## config.mk

```make
export PLATFORM = sky130hd
export DESIGN_NAME = countdown_timer_n
export DESIGN_NICKNAME = d
export VERILOG_FILES = /design/src/rtl/countdown_pkg.sv /design/src/rtl/countdown_prescaler.sv /design/src/rtl/countdown_timer_n.sv
export SDC_FILE = /design/constraint.sdc
export NUM_CORES = 1
export LEC_CHECK = 0
export BUFFER_PORTS_ARGS = -buffer_cell sky130_fd_sc_hd__buf_2
export CORE_MARGIN = 2
export CORE_UTILIZATION = 35
export CTS_CLUSTER_DIAMETER = 80
export DETAILED_ROUTE_END_ITERATION = 6
export HOLD_SLACK_MARGIN = 0.03
export PLACE_DENSITY_LB_ADDON = 0.15
export SKIP_CTS_REPAIR_TIMING = 1
export SLEW_MARGIN = 20
export SYNTH_ARGS = -nofsm -noshare
export SYNTH_HDL_FRONTEND = slang
export SYNTH_SLANG_ARGS = --single-unit
```

## constraint.sdc

```tcl
create_clock -name clk -period 5.3 [get_ports clk]
set_clock_uncertainty 0.1 [all_clocks]
set_input_delay 1.06 -clock clk [delete_from_list [all_inputs] [get_ports clk]]
set_output_delay 1.06 -clock clk [all_outputs]
set_load 0.05 [all_outputs]
```

## src/rtl/countdown_pkg.sv

```systemverilog
// Shared types for the countdown timer: FSM state and run-mode encodings.
package countdown_pkg;

  typedef enum logic [1:0] {
    IDLE,
    RUN,
    PAUSE,
    EXPIRED
  } state_t;

  typedef enum logic {
    ONE_SHOT,
    PERIODIC
  } mode_t;

endpackage : countdown_pkg

```

## src/rtl/countdown_prescaler.sv

```systemverilog
// Divides the clock into a one-cycle tick every PRESCALE enabled cycles.
// Only instantiated when COUNTDOWN_PRESCALER_EN is defined.
module countdown_prescaler #(
  parameter int PRESCALE = 1
) (
  input  logic clk,
  input  logic rst,
  input  logic clear,
  input  logic en,
  output logic tick
);

  localparam int CW = (PRESCALE > 1) ? $clog2(PRESCALE) : 1;
  localparam logic [CW-1:0] LAST = CW'(PRESCALE - 1);

  logic [CW-1:0] r_cnt;

  assign tick = en && (r_cnt == LAST);

  // NOTE: sequential state is updated with non-blocking assignments only, so
  // every flop samples the values from before the edge.
  always_ff @(posedge clk) begin
    if (rst || clear) begin
      r_cnt <= '0;
    end else if (en) begin
      r_cnt <= tick ? '0 : r_cnt + 1'b1;
    end
  end

endmodule : countdown_prescaler

```

## src/rtl/countdown_timer_n.sv

```systemverilog
// WIDTH-bit countdown timer with start/pause, one-shot/periodic reload and a
// registered terminal-count pulse. Define COUNTDOWN_PRESCALER_EN to add a prescaler.
module countdown_timer_n
  import countdown_pkg::*;
#(
  parameter int WIDTH    = 4,
  parameter int PRESCALE = 1
) (
  input  logic             clk,
  input  logic             rst,
  input  logic             load,
  input  logic [WIDTH-1:0] D,
  input  logic             start,
  input  logic             pause,
  input  logic             periodic,
  output logic [WIDTH-1:0] Q,
  output logic             done,
  output logic             busy,
  output logic             expired
);

  if (WIDTH < 2 || PRESCALE < 1) begin : g_param_check
    $error("countdown_timer_n: WIDTH must be >= 2 and PRESCALE >= 1");
  end

  state_t           r_state;
  mode_t            r_mode;
  logic [WIDTH-1:0] r_q;
  logic [WIDTH-1:0] r_reload;
  logic             r_done;
  logic             r_busy;
  logic             r_expired;

  state_t           w_state_nxt;
  mode_t            w_mode_nxt;
  logic [WIDTH-1:0] w_q_nxt;
  logic [WIDTH-1:0] w_reload_nxt;
  logic             w_done_nxt;
  logic             w_tick;

`ifdef COUNTDOWN_PRESCALER_EN
  logic w_presc_clear;
  logic w_presc_en;

  // Load and start both restart the tick phase; outside RUN the divider idles at 0.
  assign w_presc_clear = load || start || (r_state != RUN);
  assign w_presc_en    = (r_state == RUN) && !pause;

  countdown_prescaler #(
    .PRESCALE (PRESCALE)
  ) u_prescaler (
    .clk   (clk),
    .rst   (rst),
    .clear (w_presc_clear),
    .en    (w_presc_en),
    .tick  (w_tick)
  );
`else
  assign w_tick = 1'b1;
`endif

  // NOTE: every signal written here gets a default first, so no path can
  // leave one unassigned and infer a latch.
  always_comb begin
    w_state_nxt  = r_state;
    w_mode_nxt   = r_mode;
    w_q_nxt      = r_q;
    w_reload_nxt = r_reload;
    w_done_nxt   = 1'b0;

    if (load) begin
      w_q_nxt      = D;
      w_reload_nxt = D;
      w_state_nxt  = IDLE;
    end else if (start) begin
      unique case (r_state)
        IDLE: begin
          if (r_q != '0) begin
            w_mode_nxt  = mode_t'(periodic);
            w_state_nxt = RUN;
          end
        end
        EXPIRED: begin
          if (r_reload != '0) begin
            w_q_nxt     = r_reload;
            w_mode_nxt  = mode_t'(periodic);
            w_state_nxt = RUN;
          end
        end
        default: begin
          w_q_nxt     = r_reload;
          w_mode_nxt  = mode_t'(periodic);
          w_state_nxt = RUN;
        end
      endcase
    end else begin
      unique case (r_state)
        RUN: begin
          if (pause) begin
            w_state_nxt = PAUSE;
          end else if (w_tick && (r_q != '0)) begin
            if (r_q == WIDTH'(1)) begin
              w_done_nxt = 1'b1;
              if (r_mode == PERIODIC) begin
                w_q_nxt = r_reload;
              end else begin
                w_q_nxt     = '0;
                w_state_nxt = EXPIRED;
              end
            end else begin
              w_q_nxt = r_q - 1'b1;
            end
          end
        end
        PAUSE: begin
          if (!pause) w_state_nxt = RUN;
        end
        default: ;
      endcase
    end
  end

  // Status flags are decoded from the next state so they move on the same edge as Q.
  always_ff @(posedge clk) begin
    if (rst) begin
      r_state   <= IDLE;
      r_mode    <= ONE_SHOT;
      r_q       <= '0;
      r_reload  <= '0;
      r_done    <= 1'b0;
      r_busy    <= 1'b0;
      r_expired <= 1'b0;
    end else begin
      r_state   <= w_state_nxt;
      r_mode    <= w_mode_nxt;
      r_q       <= w_q_nxt;
      r_reload  <= w_reload_nxt;
      r_done    <= w_done_nxt;
      r_busy    <= (w_state_nxt == RUN) || (w_state_nxt == PAUSE);
      r_expired <= (w_state_nxt == EXPIRED);
    end
  end

  assign Q       = r_q;
  assign done    = r_done;
  assign busy    = r_busy;
  assign expired = r_expired;

endmodule : countdown_timer_n

```

== Word level (Yosys, flattened, before mapping) ==
Cells that the tools add are included.

* Register bits: 14
* Latch bits: 0
* Bits of input ports: 10
* Memory bits (writable): 0
* ROM bits: 0
* Memories: 0
* Output and inout bits: 7
* Word-level logic and storage cells: 56

* Shifts and indexed selects: 0
* $lt $le $gt $ge: 0
* Bitwise gates (word level): 3
* Multipliers: 0
* Equality and inequality tests: 12
* Muxes and demuxes: 24
* Reduce and logical (&&, ||, !) cells: 9
* Divide/modulo/power cells: 0
* Add/sub/neg operators: 1

{| class="wikitable"
|+ Operator list
! kind !! number
|-
| 2-to-1 mux 4 bit || 8
|-
| 2-to-1 mux 2 bit || 9
|-
| == test 2 bit, second input constant || 4
|-
| case mux 2 bit (2 select lines) || 2
|-
| case mux 4 bit (2 select lines) || 1
|-
| nonzero test 4 bit || 2
|-
| inequality test 3 bit, second input constant || 2
|-
| nonzero test 3 bit || 2
|-
| OR reduction 6 bit || 1
|-
| AND reduction 5 bit || 1
|-
| == test 2 x 1 -> 1 bit, second input constant || 2
|-
| == test 4 x 1 -> 1 bit, second input constant || 1
|-
| inequality test 2 bit, second input constant || 2
|-
| inequality test 4 bit, second input constant || 1
|-
| AND reduction 4 bit || 1
|-
| subtractor 4 x 1 -> 4 bit, second input constant || 1
|-
| 2-to-1 mux 1 bit || 3
|-
| inverter 1 bit || 3
|-
| logical NOT 2 bit || 1
|-
| case mux 1 bit (2 select lines) || 1
|-
| logical OR 1 bit || 1
|}

== Longest topological paths before layout ==
Gate-level depths: netlist of run 1.

* Depth in word-level cells: 9
* Gate-level depth with buffers: 8
* Mapped depth without buffers: 8

== Least setup slack after synthesis of run 1 ==
No wires, ideal clock.

* Path kind: input-to-reg
* Start point: in load
* End point: reg r_busy (netlist: busy)
* Data required time: 5.076 ns
* Stages on the path: 5
* Setup slack: 2.911 ns
* Arrival time: 2.165 ns
* Cells stage by stage: clkbuf_1 buf_1 nor3_1 ha_1 nor2b_1

* Cells in the longest elaborated chain, start to end: 3
* Elaborated cells between the ends (all ways): 4
* Classes of those cells: eq/ne (2); mux (1); reduce/logical (1)

{| class="wikitable"
|+ RTL lines
! element !! RTL line !! source
|-
| start, declared || countdown_timer_n.sv:11 || <nowiki>input logic load,</nowiki>
|-
| 2-to-1 mux 2 bit * || countdown_timer_n.sv:71 || <nowiki>if (load) begin</nowiki>
|-
| named net w_state_nxt[1] || countdown_timer_n.sv:34 || <nowiki>state_t w_state_nxt;</nowiki>
|-
| == test 2 x 1 -> 1 bit / == test 2 bit (equally long branches) || countdown_timer_n.sv:139 || <nowiki>r_busy <= (w_state_nxt == RUN) || (w_state_nxt == PAUSE);</nowiki>
|-
| logical OR 1 bit * || countdown_timer_n.sv:139 ||
|-
| end signal, assigned || countdown_timer_n.sv:139 ||
|-
| end, declared || countdown_timer_n.sv:31 || <nowiki>logic r_busy;</nowiki>
|}

The timed path passes the listed nets; every way through them passes the cells marked *.
A chain may end at the register's enable or synchronous reset.

== Worst setup path after layout of run 1 ==
* Start point: reg r_q[3] (netlist: Q[3])
* End point: out Q[3]

{| class="wikitable"
|+ RTL lines
! element !! RTL line !! source
|-
| start, declared || countdown_timer_n.sv:28 || <nowiki>logic [WIDTH-1:0] r_q;</nowiki>
|-
| start signal, assigned || countdown_timer_n.sv:136 || <nowiki>r_q <= w_q_nxt;</nowiki>
|-
| end, declared || countdown_timer_n.sv:16 || <nowiki>output logic [WIDTH-1:0] Q,</nowiki>
|}

No word-level cell between the ends.

==> metrics, run 1 <==
vias in the first global route=746; Setup crit end kind=output pin; DIE WIDTH=56.77 um; Root Driver=clkbuf_4; Final Cycle Share=42.32%; post-DP HPWL=1576 um; Lkg Pwr=0.4716 nW; Port Buffers=16; Final Hold Viols=0; TNS Setup=0 ns; CTS tree=done; Synth async-reset ratio=0%; Synthesized Nets=126; minimum clock period=2.243 ns; Least-Margin Pin Slew=0.3905 ns; RSZ-0062 raised after global routing=no; CP Cell Sequence=buf_2; Starting DRT DRC Count=23; initial antenna violation count=0; Area Growth Syn to Fin=13.86%; fill cell count=293; GR Layer Usage met2=20.76%; GRT met1 Usage=19.50%; status=complete, no violations; Die Height=56.77 um; final std cells w/o fill=153; # placed instances=149; Synth Flop Type=dfxtp_1; number of buffers created by CTS=3; top cells by area, synth=dfxtp_1, ha_1, mux2i_1; cell row count=19; CP Buf/Inv Count=1; Clock Latency Late Sink=0.28 ns; critical path class=register to output pin; Most Crowded Layer GR=met2; Die ar.=0.003223 mm^2; critical path launch point type=register; final wirelength=2034 um; achievable frequency=0.4458 GHz; largest net degree at the start of global routing=19; htree depth=1; R2R setup slack=3.15 ns; distinct cell type count after synthesis=38; relative slew slack=73.97%; largest area contributor in the synthesized netlist=dfxtp_1; # clock sinks=14; first-pass GRT wire length=3505 um; Initial Utilization=35.96%; max-slew violations=0; nets@finish=142; Post-synth EDFFs=0; Ys Warns=0; Final Cell Area=0.001110 mm^2; register area share after synthesis=28.75%; share of layout cells above drive strength 1=21.31%; gp weighted congestion=0.7784; Via Count=831; Placed Instance Area=0.001074 mm^2; multi-input gate area in the final layout=633.1 um^2; total core area=0.002710 mm^2; Syn Inst Count=107; CP required=4.14 ns; top cell family by delay on the critical path=flip-flops; GRT Residual Overflow=0; Max Root-Sink Buffers=2; Max Cap Viol=0; syn avg cell area=9.109 um^2; DRC Markers=0; area occupied by registers=280.3 um^2; VDD IR-drop max=0.2231 mV; PD cells=243.8 mW/mm^2; #FFs+latches synth=14; DRT antenna net count=0; arrival time at the worst endpoint=1.08 ns; Ports=17; slowest cell delay on critical path=0.48 ns; top-area cell type share of the netlist area=28.75%; WHS=0.4498 ns; Reg clk slew, reported paths=0.09 ns; router iterations before antenna repair=4; GRT Total Usage=13.91%; DR vias/cell=5.431; M3 GR Usage=5.300%; mean routed wirelength per cell=13.29 um; mapped cell area=974.7 um^2; Final setup viols=0; # diodes=0; Crit-path slowest cell=dfxtp_1; Hold WC Path Type=register to register; critical-path maximum fanout=9
[synthesized netlist by cell type, types with 2 or more instances]
library cell	instances
a221oi_1	2
inv_1	11
nor2_1	8
a21o_1	5
a211oi_1	4
a21oi_1	2
nor3b_1	2
nand4b_1	2
nor3_1	5
dfxtp_1	14
nor2b_1	5
o21ai_1	2
nor4_1	2
o31ai_1	3
ha_1	9
nand2b_1	3
mux2i_1	5
clkbuf_1	3
[metal layers]
| layer | part of all wire (%) | up-vias | wire length, um |
|---|---|---|---|
| met5 | 0 | - | 0 |
| met4 | 0.44 | 0 | 9 |
| met1 | 53 | 383 | 1085 |
| met3 | 5.0 | 2 | 101 |
| met2 | 41 | 18 | 838 |
| li1 | - | 428 | - |
[cells by family (layout without fill, tap and decap cells)]
group / after synthesis / in the layout / share of synthesized area [%]
and+or+nand+nor: 34 / 34 / 22.21
AOI/OAI and AO/OA: 28 / 28 / 24.91
buffers and inverters: 16 / 31 / 6.289
DFF: 14 / 14 / 28.75
adders and majority gates: 9 / 9 / 11.55
muxes: 6 / 6 / 6.290
[worst paths after layout]
kind / cells after the start / endpoint / start
hold / removal: 2 / r_reload[0]$_SDFFE_PP0P_ / r_reload[0]$_SDFFE_PP0P_
setup / recovery: 1 / Q[3] / Q[3]$_SDFFE_PP0P_
hold reg to reg: 2 / r_reload[0]$_SDFFE_PP0P_ / r_reload[0]$_SDFFE_PP0P_
setup reg to reg: 7 / busy$_SDFF_PP0_ / Q[0]$_SDFFE_PP0P_
[placed cells by master, fill, tap and decap left out, types with 2 or more instances in the layout]
cell type  instances
o31ai_1            3
dfxtp_1           14
mux2i_1            5
inv_1             11
nor2b_1            5
ha_1               9
nor3_1             5
nand4b_1           2
o21ai_1            2
a21o_1             5
a221oi_1           2
nor2_1             8
nand2b_1           3
buf_2             16
clkbuf_4           3
nor3b_1            2
a211oi_1           4
nor4_1             2
a21oi_1            2
[layout make-up]
class	instances	area share, %
multi-input combinational	77	57.05
timing repair buffer	16	7.215
tap	31	3.495
inverter	11	3.720
sequential	14	25.25
clock buffer	4	3.269
[metrics by stage]
step,utilization (%),power [mW],setup slack (ns)
6_report,40.95,0.2706,3.057
5_1_grt,40.95,0.2891,2.982
4_1_cts,40.95,0.2740,3.046
3_5_place_dp,39.61,0.1939,2.854
3_3_place_gp,39.61,0.1938,2.864
2_1_floorplan,-,0.1774,2.911
[power by group]
group          internal [mW]  switching (mW)  leakage (nW)  total (mW)
logic                 0.0294          0.0430         0.336      0.0724
clock network         0.0418          0.0378        0.0210      0.0795
registers              0.111         0.00756         0.115       0.119
[sequential cells by signal (all words and copies together), names as in the netlist]
name	cells
expired	1
busy	1
Q	4
r_state	2
r_mode	1
r_reload	4
done	1
Note: power is estimated with default switching activity, not from simulation.
==> run 2, diff against run 1 <==
- clock period: 5.3 -> 2.3 ns (I/O delays scaled with it)
==> metrics, run 2 (same netlist as run 1, synthesis figures left out) <==
status=complete, no violations; Via Count=841; minimum clock period=2.097 ns; slowest cell delay on critical path=0.41 ns; DRC Markers=0; final wirelength=2110 um; Final Hold Viols=0; CP Buf/Inv Count=2; Initial Utilization=35.96%; Final Cycle Share=91.17%; Crit-path slowest cell=dfxtp_1; DRT antenna net count=0; Clock power frac=28.5%; GRT Total Usage=14.39%; VDD IR-drop max=0.3171 mV; htree depth=1; critical path launch point type=register; CP required=2.36 ns; gp weighted congestion=0.8034; CP Cell Sequence=inv_1, ha_1, inv_1, a211oi_1, o22a_1, nor3_1, ha_1, nor2b_1; total core area=0.002710 mm^2; Hold WC Path Type=input port to register; router iterations before antenna repair=4; achievable frequency=0.4769 GHz; number of buffers created by CTS=3; GRT Residual Overflow=0; share of layout cells above drive strength 1=23.39%; Final WS setup=0.2030 ns; DIE WIDTH=56.77 um; arrival time at the worst endpoint=2.16 ns; max-slew violations=0; Sw Share=32.09%; critical path class=register to register; Comb power frac=27.4%; Area Growth Syn to Fin=15.92%; Final setup viols=0; post-DP HPWL=1627 um; Die Height=56.77 um; critical-path maximum fanout=5; nets@finish=144; first-pass GRT wire length=3615 um; TNS Setup=0 ns; Layout Utilization=41.69%; DR vias/cell=5.426; top cell family by delay on the critical path=adder cells; Least-Margin Pin Slew=0.4079 ns; relative slew slack=72.81%; # clock sinks=14; Ports=17; Clock Latency Late Sink=0.28 ns; cell row count=19; # diodes=0; Max Cap Viol=0; Root Driver=clkbuf_4; Die ar.=0.003223 mm^2; Sw Pwr=0.1996 mW; initial antenna violation count=0; RSZ-0062 raised after global routing=no; sequential share of power=44.2%; Port Buffers=16; pre-CTS WS=0.1970 ns; Reg clk slew, reported paths=0.09 ns; Starting DRT DRC Count=22; most frequent cells in the layout=buf_2, dfxtp_1, inv_1; largest net degree at the start of global routing=19; vias in the first global route=790; Lkg Pwr=0.4851 nW; Max Root-Sink Buffers=2; commonest non-fill, non-tap cell in the layout=buf_2; Setup crit end kind=register; PD cells=550.6 mW/mm^2; mean routed wirelength per cell=13.61 um; CTS tree=done; P_int=0.4225 mW
-- run 2: cell type report --
type | count | area (um^2)
fillers | 303 | 1580
multi-input cells | 77 | 638.1
flip-flops and latches | 14 | 280.3
repair buffers | 18 | 95.09
inverters | 11 | 41.29
well taps | 31 | 38.79
clock buffers | 4 | 36.28
-- run 2: tightest hold or removal path, delay by kind of cell --
| kind | cells | cell delay (ns) |
|---|---|---|
| buf+inv | 1 | 0.07 |
| mux | 1 | 0.05 |
| simple gates | 1 | 0.08 |
-- run 2: final timing paths --
path                               from                  end  slack (ns)  cells past startpoint
hold reg to reg       Q[1]$_SDFFE_PP0P_    Q[1]$_SDFFE_PP0P_        0.45                      2
setup reg to reg  r_state[0]$_SDFF_PP0_      busy$_SDFF_PP0_        0.20                      8
setup / recovery  r_state[0]$_SDFF_PP0_      busy$_SDFF_PP0_        0.20                      8
hold / removal                 periodic  r_mode$_SDFFE_PP0P_        0.32                      3
-- run 2: routing by layer --
metal	routed length [um]	track usage (%)	part of all wire (%)
met1	1049	19.92	50
met2	946	21.59	45
met3	99	4.378	4.7
met4	15	3.987	0.71
met5	0	0	0
-- run 2: through the flow --
step / cells / hold WS [ns] / power, mW / cell area, um^2
2_1_floorplan: 107 / 0.3989 / 0.4088 / 974.7
3_3_place_gp: 151 / 0.4300 / 0.4492 / 1089
3_5_place_dp: 151 / 0.4339 / 0.4491 / 1089
4_1_cts: 155 / 0.3077 / 0.6308 / 1125
5_1_grt: 155 / 0.3153 / 0.6648 / 1130
6_report: 155 / 0.3191 / 0.6221 / 1130
-- run 2: power groups by stage --
| stage | clock network [mW] | logic, mW | registers, mW |
|---|---|---|---|
| 6_report | 0.177 | 0.170 | 0.275 |
| 3_3_place_gp | 0 | 0.170 | 0.279 |
| 4_1_cts | 0.187 | 0.170 | 0.274 |
| 3_5_place_dp | 0 | 0.169 | 0.280 |
| 2_1_floorplan | 0 | 0.108 | 0.301 |
| 5_1_grt | 0.198 | 0.189 | 0.278 |
